## src/rtl/instr_decode_issue_pkg.sv

```systemverilog
// rtl/instr_decode_issue_pkg.sv - shared constants, opcode helpers and issue bundle type
package instr_decode_issue_pkg;

    localparam int NUM_REGS   = 8;
    localparam int REG_ADDR   = $clog2(NUM_REGS);
    localparam int WORD_SIZE  = 19;
    localparam int OPC_SIZE   = 5;
    localparam int INSTR_SIZE = 19;

    // Instruction field LSBs: [18:14] opcode, [13:11] rd, [10:8] rs1, [7:5] rs2, [4:0] ignored
    localparam int OPC_LSB = 14;
    localparam int RD_LSB  = 11;
    localparam int RS1_LSB = 8;
    localparam int RS2_LSB = 5;

    typedef enum logic [OPC_SIZE-1:0] {
        OP_ADD = 5'd0,
        OP_SUB = 5'd1,
        OP_MUL = 5'd2,
        OP_DIV = 5'd3,
        OP_INC = 5'd4,
        OP_DEC = 5'd5,
        OP_AND = 5'd6,
        OP_OR  = 5'd7,
        OP_XOR = 5'd8,
        OP_NOT = 5'd9
    } opcode_e;

    typedef enum logic {
        ST_RUN   = 1'b0,
        ST_STALL = 1'b1
    } state_e;

    typedef struct packed {
        logic [OPC_SIZE-1:0]  alu_control;
        logic [WORD_SIZE-1:0] data_1;
        logic [WORD_SIZE-1:0] data_2;
        logic [REG_ADDR-1:0]  dest;
    } issue_bundle_t;

    function automatic logic is_legal(input logic [OPC_SIZE-1:0] opc);
        return opc <= OP_NOT;
    endfunction

    // Unary ops have no second source: rs2 neither hazards nor feeds reg_data_2
    function automatic logic is_unary(input logic [OPC_SIZE-1:0] opc);
        return (opc == OP_INC) || (opc == OP_DEC) || (opc == OP_NOT);
    endfunction

endpackage

```

## src/rtl/instr_decode_issue_reg_file.sv

```systemverilog
// rtl/instr_decode_issue_reg_file.sv - 8x19 register file, 2 async reads, 1 sync write with bypass
module instr_decode_issue_reg_file
    import instr_decode_issue_pkg::*;
(
    input  logic                 i_clk,
    input  logic                 i_rst,
    input  logic [REG_ADDR-1:0]  i_rd_addr_1,
    input  logic [REG_ADDR-1:0]  i_rd_addr_2,
    output logic [WORD_SIZE-1:0] o_rd_data_1,
    output logic [WORD_SIZE-1:0] o_rd_data_2,
    input  logic                 i_wr_en,
    input  logic [REG_ADDR-1:0]  i_wr_addr,
    input  logic [WORD_SIZE-1:0] i_wr_data
);

    logic [WORD_SIZE-1:0] r_regs [NUM_REGS];

    // Storage: synchronous clear, single write port
    always_ff @(posedge i_clk) begin
        if (i_rst) begin
            for (int i = 0; i < NUM_REGS; i++) begin
                r_regs[i] <= '0;
            end
        end else if (i_wr_en) begin
            r_regs[i_wr_addr] <= i_wr_data;
        end
    end

    // A same-cycle write is forwarded so the issuing op sees the fresh value
    assign o_rd_data_1 = (i_wr_en && (i_wr_addr == i_rd_addr_1)) ? i_wr_data : r_regs[i_rd_addr_1];
    assign o_rd_data_2 = (i_wr_en && (i_wr_addr == i_rd_addr_2)) ? i_wr_data : r_regs[i_rd_addr_2];

endmodule

```

## src/rtl/instr_decode_issue.sv

```systemverilog
// rtl/instr_decode_issue.sv - decode/issue stage with scoreboard hazard stall ahead of the ALU
module instr_decode_issue
    import instr_decode_issue_pkg::*;
(
    input  logic                  clk,
    input  logic                  rst,
    input  logic                  in_valid,
    output logic                  in_ready,
    input  logic [INSTR_SIZE-1:0] instr,
    output logic                  out_valid,
    input  logic                  out_ready,
    output logic [OPC_SIZE-1:0]   ALU_control,
    output logic [WORD_SIZE-1:0]  reg_data_1,
    output logic [WORD_SIZE-1:0]  reg_data_2,
    output logic [REG_ADDR-1:0]   dest_addr,
    input  logic                  wb_en,
    input  logic [REG_ADDR-1:0]   wb_addr,
    input  logic [WORD_SIZE-1:0]  wb_data,
    output logic                  illegal_op
);

    state_e                r_state;
    state_e                w_state_next;
    logic [INSTR_SIZE-1:0] r_hold_instr;
    logic [NUM_REGS-1:0]   r_busy;
    issue_bundle_t         r_out;
    logic                  r_out_valid;
    logic                  r_illegal;

    logic [INSTR_SIZE-1:0] w_cur_instr;
    logic [OPC_SIZE-1:0]   w_opc;
    logic [REG_ADDR-1:0]   w_rd;
    logic [REG_ADDR-1:0]   w_rs1;
    logic [REG_ADDR-1:0]   w_rs2;
    logic                  w_unary;
    logic                  w_legal;
    logic [NUM_REGS-1:0]   w_wb_mask;
    logic [NUM_REGS-1:0]   w_busy_eff;
    logic [NUM_REGS-1:0]   w_issue_mask;
    logic                  w_hazard;
    logic                  w_slot_free;
    logic                  w_issue;
    logic                  w_hold_load;
    logic                  w_illegal_acc;
    logic [WORD_SIZE-1:0]  w_rd_data_1;
    logic [WORD_SIZE-1:0]  w_rd_data_2;
    logic                  w_unused_bits;

    // While stalled the held instruction is the one being checked; otherwise the fetch word
    assign w_cur_instr   = (r_state == ST_STALL) ? r_hold_instr : instr;
    assign w_opc         = w_cur_instr[OPC_LSB +: OPC_SIZE];
    assign w_rd          = w_cur_instr[RD_LSB  +: REG_ADDR];
    assign w_rs1         = w_cur_instr[RS1_LSB +: REG_ADDR];
    assign w_rs2         = w_cur_instr[RS2_LSB +: REG_ADDR];
    assign w_unused_bits = ^w_cur_instr[RS2_LSB-1:0];
    assign w_unary       = is_unary(w_opc);
    assign w_legal       = is_legal(w_opc);

    // Writeback this cycle releases its register before the hazard check
    assign w_wb_mask    = {{(NUM_REGS-1){1'b0}}, wb_en} << wb_addr;
    assign w_issue_mask = {{(NUM_REGS-1){1'b0}}, w_issue} << w_rd;
    assign w_busy_eff   = r_busy & ~w_wb_mask;
    assign w_hazard     = w_busy_eff[w_rs1] | (!w_unary & w_busy_eff[w_rs2]) | w_busy_eff[w_rd];
    assign w_slot_free  = !r_out_valid | out_ready;

    instr_decode_issue_reg_file u_reg_file (
        .i_clk       (clk),
        .i_rst       (rst),
        .i_rd_addr_1 (w_rs1),
        .i_rd_addr_2 (w_rs2),
        .o_rd_data_1 (w_rd_data_1),
        .o_rd_data_2 (w_rd_data_2),
        .i_wr_en     (wb_en),
        .i_wr_addr   (wb_addr),
        .i_wr_data   (wb_data)
    );

    // FSM next state and issue decisions
    always_comb begin
        w_state_next  = r_state;
        w_issue       = 1'b0;
        w_hold_load   = 1'b0;
        w_illegal_acc = 1'b0;
        in_ready      = 1'b0;
        case (r_state)
            ST_RUN: begin
                in_ready = w_slot_free;
                if (in_valid && w_slot_free) begin
                    if (!w_legal) begin
                        w_illegal_acc = 1'b1;
                    end else if (!w_hazard) begin
                        w_issue = 1'b1;
                    end else begin
                        w_hold_load  = 1'b1;
                        w_state_next = ST_STALL;
                    end
                end
            end
            ST_STALL: begin
                if (!w_hazard && w_slot_free) begin
                    w_issue      = 1'b1;
                    w_state_next = ST_RUN;
                end
            end
            default: w_state_next = ST_RUN;
        endcase
    end

    // FSM state register
    always_ff @(posedge clk) begin
        if (rst) begin
            r_state <= ST_RUN;
        end else begin
            r_state <= w_state_next;
        end
    end

    // Hold register captures a hazarded instruction at acceptance
    always_ff @(posedge clk) begin
        if (rst) begin
            r_hold_instr <= '0;
        end else if (w_hold_load) begin
            r_hold_instr <= instr;
        end
    end

    // Scoreboard: writeback clears, issue sets; set applied last so it wins on the same rd
    always_ff @(posedge clk) begin
        if (rst) begin
            r_busy <= '0;
        end else begin
            r_busy <= (r_busy & ~w_wb_mask) | w_issue_mask;
        end
    end

    // Output register: loads only on issue, which requires a free slot, so a stalled bundle holds
    always_ff @(posedge clk) begin
        if (rst) begin
            r_out_valid <= 1'b0;
            r_out       <= '0;
            r_illegal   <= 1'b0;
        end else begin
            r_illegal <= w_illegal_acc;
            if (w_issue) begin
                r_out_valid       <= 1'b1;
                r_out.alu_control <= w_opc;
                r_out.data_1      <= w_rd_data_1;
                r_out.data_2      <= w_unary ? '0 : w_rd_data_2;
                r_out.dest        <= w_rd;
            end else if (out_ready) begin
                r_out_valid <= 1'b0;
            end
        end
    end

    assign out_valid   = r_out_valid;
    assign ALU_control = r_out.alu_control;
    assign reg_data_1  = r_out.data_1;
    assign reg_data_2  = r_out.data_2;
    assign dest_addr   = r_out.dest;
    assign illegal_op  = r_illegal;

endmodule

```

## config.mk

```make
export PLATFORM = sky130hd
export DESIGN_NAME = instr_decode_issue
export DESIGN_NICKNAME = d
export VERILOG_FILES = /design/src/rtl/instr_decode_issue_pkg.sv /design/src/rtl/instr_decode_issue_reg_file.sv /design/src/rtl/instr_decode_issue.sv
export SDC_FILE = /design/constraint.sdc
export NUM_CORES = 1
export LEC_CHECK = 0
export ABC_CLOCK_PERIOD_IN_PS = 6700
export CAP_MARGIN = 40
export CORE_ASPECT_RATIO = 0.75
export CORE_MARGIN = 3
export CORE_UTILIZATION = 63
export CTS_CLUSTER_SIZE = 20
export DETAILED_ROUTE_END_ITERATION = 12
export GPL_ROUTABILITY_DRIVEN = 0
export GPL_TIMING_DRIVEN = 0
export PLACE_DENSITY = 0.85
export SETUP_SLACK_MARGIN = 0.3
export SLEW_MARGIN = 20
export SYNTH_ARGS = -nofsm -noshare
export SYNTH_HDL_FRONTEND = slang
export SYNTH_SLANG_ARGS = --single-unit
```

## constraint.sdc

```tcl
create_clock -name clk -period 6.7 [get_ports clk]
set_input_delay 1.675 -clock clk [delete_from_list [all_inputs] [get_ports clk]]
set_output_delay 1.675 -clock clk [all_outputs]
set_load 0.02 [all_outputs]
```

==> qor.csv <==
metric;value;unit
critPathMaxFanout;4;
grt_pass1_vias;8872;
mostFrequentLayoutCells;154 x and2_1, 152 x edfxtp_1, 87 x clkdlybuf4s50_1;
drv_slew;0;
die_h;124.7;µm
status;finished, final reports clean;
r2r_start;r_state;
initial_utilization;0.6562;
netlist_area;11830;µm²
clock_latency;0.52;ns
final_common_cell;and2_1;
worst_hold_path_type;register to register;
rrSetupSlack;3.08;ns
rsz0062_at_grt;false;
routed_wl;35070;µm
coreArea;18020;µm²
p_leak;5.182;nW
clockBufferDepth;3;
cts_root_buf;clkbuf_16;
synth_area_leaders;edfxtp_1 39%, mux4_2 14%, dfxtp_1 12%, and2_1 8.1%, mux2i_1 6.6%;
diodes;0;
maxCapViolations;0;
synth_async_sr_flop_share;0;
synth_nets;978;
synth_area_leader_cell;edfxtp_1;
fillers;1084;
ctsResizeCount;0;
endpoint_kind;output port;
syn_inst;932;
dieArea;20470;µm²
finalSetupViolCount;0;
slew_headroom;0.4058;
synth-seq-area-share;0.5061;
grt-ovfl-total;0;
io_buffers;87;
antenna_found_initial;0;
synth-edff-count;152;
synth_warnings;0;
cts_setup_buffers;0;
drive_above_1_share;0.1851;
ys_ff_latch;223;
first_iter_violations;1348;
vias_per_cell;6.686;
skew;0.01016;ns
cts.sinks;223;
drc_errors;0;
power_density;265.5;nW/µm²
vdd.ir_drop.worst;0.2196;mV
whs;0.4560;ns
grt_max_degree;21;
hold_depth;2;
reg2reg_to;reg_data_1[13];
worst_pin_slew;0.8864;ns
hold_buffers;0;
yosys.cell_types.count;53;
dp_hpwl;23420;µm
grt_util_all_layers;0.3454;
drtAntennaViolNets;0;
area_growth;18.71;%
critPathLaunchType;input port;
chipWidth;164.2;µm
fmax;209.1;MHz
finalCriticalPeriod;4.782;ns
firstDrtPassIters;6;
synth_area_per_cell;12.69;µm²
cts_buffers;23;
rows;42;
worstPathRequired;5.03;ns
path_clk_slew;0.05;ns
nets;1104;
hold_viol;0;
grt_pass1_wl;52720;µm
cp_data_arrival_time;3.11;ns
reg2reg_depth;10;
wl_per_cell;26.63;µm
worstHoldEndpoint;r_hold_instr[14];
period_share;0.7137;
tritoncts;done;
fin_setup_tns;0;ns
io-pin-count;95;
crit_type;input port to output port;
regArea;5986;µm²
vias;8806;
ys.flop_type;edfxtp_1;
hold_start;r_hold_instr[14];
synth_top_cell_area_share;0.3859;
multi_input_area;5520;µm²
htree_levels;1;
## sequential cells by signal, indices dropped and copies added (netlist names)
register and cells:
u_reg_file.r_regs 152, reg_data_1 19, reg_data_2 19, r_hold_instr 14, r_busy 8, ALU_control 5, dest_addr 3, illegal_op 1
out_valid 1, r_state 1
## area by class of cell
type                       instances  area share
buffer                            66     0.02513
clock buffer                      27     0.04206
clock inverter                    15     0.01239
inverter                          10    0.002673
multi-input combinational        633      0.3932
sequential                       223      0.4263
tap                              242     0.02156
timing repair buffer             101     0.07672
## power by group
group / internal (W) / switching, W / leakage, nW
Sequential: 0.00157 / 0.0000549 / 2.04
Clock: 0.000784 / 0.000541 / 0.371
Combinational: 0.000354 / 0.000429 / 2.77
## through the flow
stage / std cells / worst slack (ns) / util / power, W / instance area (µm²)
finish: 1317 / 1.918 / 0.7790 / 0.003728 / 14040
CTS: 1313 / 1.937 / 0.7767 / 0.003708 / 14000
floorplan: 932 / 2.618 / - / 0.002124 / 11830
global placement: 1261 / 0.6113 / 0.7213 / 0.002358 / 13000
detailed placement: 1271 / 1.602 / 0.7343 / 0.002397 / 13240
global route: 1317 / 1.857 / 0.7790 / 0.003827 / 14040
## critical path, stage by stage
cell             delay, ns
clkdlybuf4s50_1       0.42
nor2b_1               0.36
nor2_1                0.10
clkdlybuf4s50_1       0.55
## cells by family (layout without fill, tap and decap cells)
family	count (synthesis)	in the layout	share of synthesized area
AOI/OAI and AO/OA	100	100	0.06009
buffers and inverters	76	219	0.03301
and+or+nand+nor	343	343	0.1538
DFF	223	223	0.5061
xor gates and xnor gates	7	7	0.005184
muxes	183	183	0.2418
## per-layer routing
layer	GRT usage	part of all wire	vias to the layer above
li1	-	-	3721
met1	0.4794	0.37	4279
met2	0.5057	0.44	698
met3	0.1283	0.15	108
met4	0.1183	0.037	0
met5	0	0	-
## worst max path at each step
stage,cells after the start,start,to
floorplan,4,wb_addr[2],u_reg_file.r_regs[4][0]
global placement,4,wb_en,u_reg_file.r_regs[4][15]
detailed placement,10,instr[8],reg_data_1[13]
CTS,4,out_ready,in_ready
global route,4,out_ready,in_ready
finish,4,out_ready,in_ready
## synthesized netlist by cell type (all sizes together), types with 5 or more instances
cell type	number
buf	35
clkbuf	31
mux4	76
nor2	58
a21oi	28
o32ai	6
nor3	5
nand3	7
nor2b	21
o21ai	11
inv	9
edfxtp	152
nor3b	7
a31oi	9
nand2	77
a211oi	5
dfxtp	71
o211ai	23
mux2i	84
and2	154
mux2	23
o22ai	5
Note: power is estimated with default switching activity, not from simulation.
==> RTL edit: new RTL, same settings <==
Make the reset (`i_rst` and `rst`) asynchronous in 5 clocked blocks.
--- a/src/rtl/instr_decode_issue_reg_file.sv
+++ b/src/rtl/instr_decode_issue_reg_file.sv
@@ -16,7 +16,7 @@
     logic [WORD_SIZE-1:0] r_regs [NUM_REGS];
 
     // Storage: synchronous clear, single write port
-    always_ff @(posedge i_clk) begin
+    always_ff @(posedge i_clk or posedge i_rst) begin
         if (i_rst) begin
             for (int i = 0; i < NUM_REGS; i++) begin
                 r_regs[i] <= '0;
--- a/src/rtl/instr_decode_issue.sv
+++ b/src/rtl/instr_decode_issue.sv
@@ -107,7 +107,7 @@
     end
 
     // FSM state register
-    always_ff @(posedge clk) begin
+    always_ff @(posedge clk or posedge rst) begin
         if (rst) begin
             r_state <= ST_RUN;
         end else begin
@@ -116,7 +116,7 @@
     end
 
     // Hold register captures a hazarded instruction at acceptance
-    always_ff @(posedge clk) begin
+    always_ff @(posedge clk or posedge rst) begin
         if (rst) begin
             r_hold_instr <= '0;
         end else if (w_hold_load) begin
@@ -125,7 +125,7 @@
     end
 
     // Scoreboard: writeback clears, issue sets; set applied last so it wins on the same rd
-    always_ff @(posedge clk) begin
+    always_ff @(posedge clk or posedge rst) begin
         if (rst) begin
             r_busy <= '0;
         end else begin
@@ -134,7 +134,7 @@
     end
 
     // Output register: loads only on issue, which requires a free slot, so a stalled bundle holds
-    always_ff @(posedge clk) begin
+    always_ff @(posedge clk or posedge rst) begin
         if (rst) begin
             r_out_valid <= 1'b0;
             r_out       <= '0;
Behaviour: differs if rst is asserted again (counterexample within 4 cycles, from zero or initial values and one cycle with rst high); with rst held inactive, the same outputs for 4 cycles.
==> RTL edit against the original RTL <==
- critical path depth rose by 5
- final area fell by 2.3%
- synthesized cell count rose by 23%
- setup slack got worse by 0.10 ns
- synthesized area fell by 0.16%
- sequential cell count did not move
- first-iteration DRC count rose by 7.4%
- wire length fell by 1.6%
Power is not compared: it rests on default switching activity, and its combinational part moved more than twofold at a synthesized area within 25%.
==> RTL edit: results (changes against the original RTL) <==
[cells_and_area]
clkCellAreaFrac_pct=5.308  ; was 5.445%
n_all_inverters=3  ; was 10
drive_above_1_share_pct=21.16  ; was 18.51%
seq_cells=223  ; unchanged
fin_nets=1293  ; was 1,104
multiInputCombCellCount=818  ; was 633
signal_buffer_area_fraction_pct=9.531  ; was 10.19%
seq_share_pct=40.68  ; was 42.63%
clkbuf_count=35  ; was 27
nFillCells=1150  ; was 1,084
multi_input_area_mm2=0.005784  ; was 0.005520 mm²
buffers=179  ; was 167

[logic_synthesis]
ys_types=48  ; was 53
synth_nets=1189  ; was 978
async_flop_share_pct=100.0  ; was 0%
synthTopCellsByArea=dfrtp_1 47%, mux2_2 15%, nand2_1 11%  ; was edfxtp_1 39%, mux4_2 14%, dfxtp_1 12%
synthTopCellsByCount=352 x nand2_1, 223 x dfrtp_1, 157 x mux2_2  ; was 154 x and2_1, 152 x edfxtp_1, 78 x mux2i_1
seq_area_frac_synth_pct=47.26  ; was 50.61%

[critical_path]
worst_r2r_endpoint=reg_data_1[10]  ; was reg_data_1[13]
slowest_delay_ns=0.70  ; was 0.55 ns
r2r_start=r_state  ; unchanged
endpoint_kind=flip-flop  ; was output port
critPathLaunch=instr[8]  ; was out_ready
path_max_fanout=10  ; was 4
r2r_cells=9  ; was 10
rrSetupSlack_ns=2.85  ; was 3.08 ns
critical_path_arrival_ns=5.33  ; was 3.11 ns
critPathSlowestCell=mux2i_1  ; was clkdlybuf4s50_1

[clock_tree]
clkSlewWorstSetupHoldPaths_ns=0.06
ctsResizeCount=0  ; unchanged
h-tree-depth=1  ; unchanged
postCtsSetupBuffers=0  ; unchanged
cts-buffers-inserted=22  ; was 23
worstSkewPairLatency_ns=0.51
clockRootBuffer=clkbuf_16  ; unchanged

[placement]
dp_hpwl_um=23960  ; was 23,420 µm
io_buffers=70  ; was 87

[grt]
grt_max_degree=34  ; was 21
antenna_found_initial=1  ; was 0
grt_usage_pct=33.86  ; was 34.54%
grt_pass1_wl_um=54000  ; was 52,720 µm
grt_pass1_vias=9833  ; was 8,872

[drt]
drt_first_pass_iters=5  ; was 6
vias=9900  ; was 8,806
drtIter0Drc=1448  ; was 1,348
wirelength_um=34510  ; was 35,070 µm

[worst_hold_path]
min_to=reg_data_2[17]  ; was r_hold_instr[14]
min_path_cells=1  ; was 2
hp-start=reg_data_2[17]  ; was r_hold_instr[14]
hp-class=flip-flop to flip-flop  ; unchanged

[timing]
slew_headroom_pct=37.35  ; was 40.58%
fin_skew_ns=0.01111  ; was 0.01016 ns

[outcome]
outcome=finished, final reports clean  ; unchanged

[power_and_ir_drop]
p_leak_nw=5.988
vdd_drop_max_uv=264.0

==> RTL edit: per-layer routing <==
layer,wire length (µm),global-route usage [%]
met2,15120,49.28
met3,4590,10.34
met5,0,0
met4,1142,11.19
met1,13660,48.82
==> RTL edit: logic make-up after synthesis <==
| logic type | Yosys count | synth area share, % |
|---|---|---|
| xor gates and xnor gates | 6 | 0.4450 |
| buffers and inverters | 102 | 3.814 |
| muxes | 229 | 25.17 |
| AOI/OAI and AO/OA | 114 | 6.516 |
| DFF | 223 | 47.26 |
| and+or+nand+nor | 469 | 16.79 |
==> RTL edit: metrics by stage <==
stage               instances  hold WS, ns  cell area [µm²]  setup slack [ns]
floorplan                1143       0.4628            11810             2.115
global placement         1455       0.4691            12820            0.4548
detailed placement       1464       0.4790            12980             1.550
CTS                      1503       0.4926            13710             1.820
global route             1504       0.5183            13720             1.692
finish                   1504       0.4914            13720             1.818
==> RTL edit: report_power, final <==
part	switching (mW)	internal [mW]
Combinational	1.60	1.29
Clock	0.520	0.733
Sequential	0.273	1.75
